$ cat src/rtl/param_pattern_detector.sv
// param_pattern_detector
// Serial bit-stream pattern detector with a run-time loadable pattern and
// don't-care mask, plus selectable overlapping or non-overlapping detection.
// The newest bit enters at the LSB of the history register. The pattern MSB
// is therefore the first bit of the sequence on the wire.
// Build option: define MATCH_COUNT_EN to include the saturating match counter.
// When it is left undefined, match_count and count_sat are tied to zero.
module param_pattern_detector #(
    parameter int               PAT_W     = 4,
    parameter int               CNT_W     = 8,
    parameter logic [PAT_W-1:0] RESET_PAT = 4'b1011
) (
    input  logic             clk,
    input  logic             reset,
    input  logic             din_valid,
    input  logic             din,
    input  logic             load,
    input  logic [PAT_W-1:0] pattern,
    input  logic [PAT_W-1:0] mask,
    input  logic             overlap,
    output logic             detected,
    output logic [CNT_W-1:0] match_count,
    output logic             count_sat
);

    localparam int                FILL_W = $clog2(PAT_W + 1);
    localparam logic [FILL_W-1:0] FULL   = FILL_W'(PAT_W);

    logic [PAT_W-1:0]  r_shreg;
    logic [FILL_W-1:0] r_fill;
    logic [PAT_W-1:0]  r_pat;
    logic [PAT_W-1:0]  r_mask;
    logic              r_ovl;
    logic              r_detected;

    logic [PAT_W-1:0]  w_nxt;
    logic [FILL_W-1:0] w_fill_inc;
    logic [PAT_W-1:0]  w_bit_ok;
    logic              w_match;

    // Per-bit compare: a masked-off position always agrees.
    genvar gi;
    generate
        for (gi = 0; gi < PAT_W; gi++) begin : g_cmp
            assign w_bit_ok[gi] = ~r_mask[gi] | (w_nxt[gi] ~^ r_pat[gi]);
        end
    endgenerate

    // Candidate history and fill for this edge, and the match decision.
    always_comb begin
        w_nxt      = {r_shreg[PAT_W-2:0], din};
        w_fill_inc = (r_fill == FULL) ? FULL : r_fill + 1'b1;
        w_match    = din_valid && !load && (w_fill_inc == FULL) && (&w_bit_ok);
    end

    // History, fill, configuration and detect pulse. Reset beats load, and load beats data.
    always_ff @(posedge clk) begin
        if (reset) begin
            r_shreg    <= '0;
            r_fill     <= '0;
            r_pat      <= RESET_PAT;
            r_mask     <= '1;
            r_ovl      <= 1'b1;
            r_detected <= 1'b0;
        end else if (load) begin
            r_pat      <= pattern;
            r_mask     <= mask;
            r_ovl      <= overlap;
            r_shreg    <= '0;
            r_fill     <= '0;
            r_detected <= 1'b0;
        end else if (din_valid) begin
            r_shreg    <= w_nxt;
            // In non-overlapping mode a hit consumes the whole window.
            r_fill     <= (w_match && !r_ovl) ? '0 : w_fill_inc;
            r_detected <= w_match;
        end else begin
            r_detected <= 1'b0;
        end
    end

    assign detected = r_detected;

`ifdef MATCH_COUNT_EN
    logic [CNT_W-1:0] r_count;

    // Saturating hit counter. It is cleared whenever the search restarts.
    always_ff @(posedge clk) begin
        if (reset || load) begin
            r_count <= '0;
        end else if (w_match && !(&r_count)) begin
            r_count <= r_count + 1'b1;
        end
    end

    assign match_count = r_count;
    assign count_sat   = &r_count;
`else
    assign match_count = '0;
    assign count_sat   = 1'b0;
`endif

endmodule

$ cat config.mk
export PLATFORM = sky130hd
export DESIGN_NAME = param_pattern_detector
export DESIGN_NICKNAME = d
export VERILOG_FILES = /design/src/rtl/param_pattern_detector.sv
export SDC_FILE = /design/constraint.sdc
export NUM_CORES = 1
export LEC_CHECK = 0
export CORE_UTILIZATION = 45
export DETAILED_ROUTE_END_ITERATION = 10
export GPL_TIMING_DRIVEN = 0
export PLACE_DENSITY = 0.77
export SLEW_MARGIN = 20
export SYNTH_ARGS = -nofsm -noshare
export SYNTH_HDL_FRONTEND = slang
export SYNTH_SLANG_ARGS = --single-unit
export TNS_END_PERCENT = 10
$ cat constraint.sdc
create_clock -name clk -period 1.6 [get_ports clk]
set_clock_uncertainty 0.1 [all_clocks]
set_input_delay 0.32 -clock clk [delete_from_list [all_inputs] [get_ports clk]]
set_output_delay 0.32 -clock clk [all_outputs]
set_load 0.01 [all_outputs]
==> run_results.csv <==
group,metric,value,unit
status,status,"completed",
synth,synth-main-ff-cell,"dfxtp_1",
floorplan,dieArea,1940,µm²
floorplan,core.rowCount,14,
synth,synth_common_cells,"dfxtp_1 (16), buf_4 (9), a211o_1 (8)",
timing,post-route-min-period,1.54,ns
timing,setup_slack,0.0621,ns
clocking,clockBufferDepth,2,
global_route,grtUsageTotal,17.4,%
clocking,hold_buffers,0,
cells_and_area,syn2layout_area_growth,28.1,%
synth,synth-edff-count,0,
detailed_routing,drc_errors,0,
detailed_routing,vias,611,
synth,yosys_warnings,0,
synth,ys_seq_elements,16,
worst_setup_path,max_stage_delay,0.52,ns
clocking,clk_latency,0.29,ns
synth,yosysTopAreaCellShare,40.3,%
clocking,numCtsBuffers,3,
cells_and_area,fin_nets,122,
clocking,cts_max_level,1,
run,cap_violations,0,
floorplan,pin_count,24,
synth,synth_most_common_cell,"dfxtp_1",
global_route,grt_pass1_wl,2.37,mm
synth,synthesis.area,796,µm²
synth,ys_types,23,
power,power_density,814,nW/µm²
worst_setup_path,worst-path-buf-inv,1,
timing,hold_viol_final,0,
floorplan,start_util,50.5,%
worst_setup_path,path_class,"flop to primary output",
place,place_congestion,0.804,
detailed_routing,wl_per_cell,12.1,µm
synth,synthTopCellsByArea,"dfxtp_1 (40%), a211o_1 (8.8%), buf_4 (8.5%), mux2i_1 (7.5%), nor2b_1 (4.7%)",
worst_setup_path,critPathLaunchType,"flop",
worst_setup_path,cp_num_cells,1,
detailed_routing,ant_nets,0,
global_route,grt_max_degree,11,
synth,syn_inst,81,
clocking,clock_sinks,16,
worst_setup_path,end_kind,"primary output",
timing,fmax,650,MHz
timing,slew_violations,0,
cells_and_area,diodes,0,
cells_and_area,fin_area,1020,µm²
floorplan,die_w,44.1,µm
worst_setup_path,slowest_stage,"clkdlybuf4s50_1",
clocking,root_buffer,"clkbuf_4",
worst_setup_path,crit_family,"buffers and inverters",
worst_setup_path,ff2ff_path_depth,4,
clocking,clkSlewWorstSetupHoldPaths,0.09,ns
global_route,antenna_found_initial,0,
worst_setup_path,arrival,1.12,ns
min_path,hold_depth,3,
clocking,cts_tree,"built",
detailed_routing,first_pass_iters,6,
worst_setup_path,crit_required,1.18,ns
synth,synth_area_per_cell,9.82,µm²
place,placed_cell_area,966,µm²
place,pre_cts_ws,-0.0818,ns
worst_setup_path,crit_chain,"clkdlybuf4s50_1",
synth,synth_top_cell_by_area,"dfxtp_1",
power,peakVddDrop,424,µV
global_route,gr-total-overflow,0,
synth,synth_async_sr_flop_share,0,%
timing,holdWs,0.279,ns
detailed_routing,routed_wl,1.46,mm
worst_setup_path,path_max_fanout,1,
timing,setup_viol,0,
detailed_routing,viasPerCell,5.05,
min_path,hold_path_class,"input port to flop",
timing,period_share,96.1,%
detailed_routing,drtIter0Drc,20,
power,power_leakage,0.464,nW
floorplan,dieHeight,44.1,µm
synth,yosysSeqAreaShare,40.3,%
cells_and_area,drive_above_1_share,17.1,%
floorplan,coreArea,1580,µm²
place,portBuffers,12,
cells_and_area,fin_util,64.7,%
timing,rsz0062_at_grt,"no",
global_route,grt_pass1_vias,575,
-- state kept, by name, indices dropped and copies added, names as in the netlist --
signal and count:
r_fill 3, r_mask 4, r_ovl 1, r_pat 4, r_shreg 3, detected 1
-- metal layers --
metal / vias up / GRT usage (%) / wire, µm
li1: 310 / - / -
met4: 0 / 10.3 / 4
met1: 280 / 18.3 / 596
met2: 19 / 32.1 / 793
met3: 2 / 2.86 / 67
met5: - / 0 / 0
-- cell families (layout without fill, tap and decap cells) --
kind of cell / after synthesis / in the layout / share of synthesized area [%]
AOI/OAI and AO/OA: 17 / 17 / 17.3
xor gates and xnor gates: 4 / 4 / 4.40
adders and majority gates: 2 / 2 / 3.14
buffers and inverters: 17 / 33 / 14.5
DFF: 16 / 16 / 40.3
muxes: 6 / 6 / 7.55
other: 1 / 9 / 0.471
and+or+nand+nor: 18 / 18 / 12.4
-- per-stage QoR --
step / TNS [ns] / cells / power [mW]
after global routing: 0 / 121 / 0.868
after floorplan: 0 / 89 / 0.522
after global placement: -0.150 / 117 / 0.561
final: 0 / 121 / 0.830
after CTS: 0 / 121 / 0.841
after detailed placement: -0.163 / 117 / 0.565
-- final timing paths --
path              slack (ns)      start        end
setup / recovery        0.06   detected   detected
hold / removal          0.28       load  r_mask[0]
setup reg to reg        0.12  r_fill[0]  r_fill[2]
hold reg to reg         0.44  r_fill[1]  r_fill[1]
-- cell type report --
cell class	instances	area (µm²)
fill	143	557
multi-input combinational	56	408
sequential	16	320
timing repair buffer	12	120
buffer	14	104
clock buffer	4	36.3
tap	16	20.0
inverter	3	11.3
-- report_power, final --
part           internal (mW)  total (mW)  switching, mW
clock network          0.139       0.268          0.129
registers              0.416       0.428         0.0113
logic                 0.0777       0.134         0.0568
-- what timing repair did --
action                                  4_1_cts  5_1_grt
cloned                                        0        0
buffers inserted                              0        0
endpoints found under the setup margin        2        2
resized for setup                             1        1
pin swaps                                     0        0
-- layout by cell type, fill, tap and decap left out, types with 2 or more instances in the layout --
| cell | count |
|---|---|
| a211o_1 | 8 |
| a21oi_1 | 3 |
| and2b_1 | 3 |
| buf_2 | 2 |
| buf_4 | 9 |
| buf_6 | 2 |
| clkbuf_4 | 3 |
| clkdlybuf4s50_1 | 12 |
| conb_1 | 9 |
| dfxtp_1 | 16 |
| ha_1 | 2 |
| inv_1 | 3 |
| mux2i_1 | 6 |
| nor2_1 | 7 |
| nor2b_1 | 6 |
| xor2_1 | 4 |
Note: power is estimated with default switching activity, not from simulation.
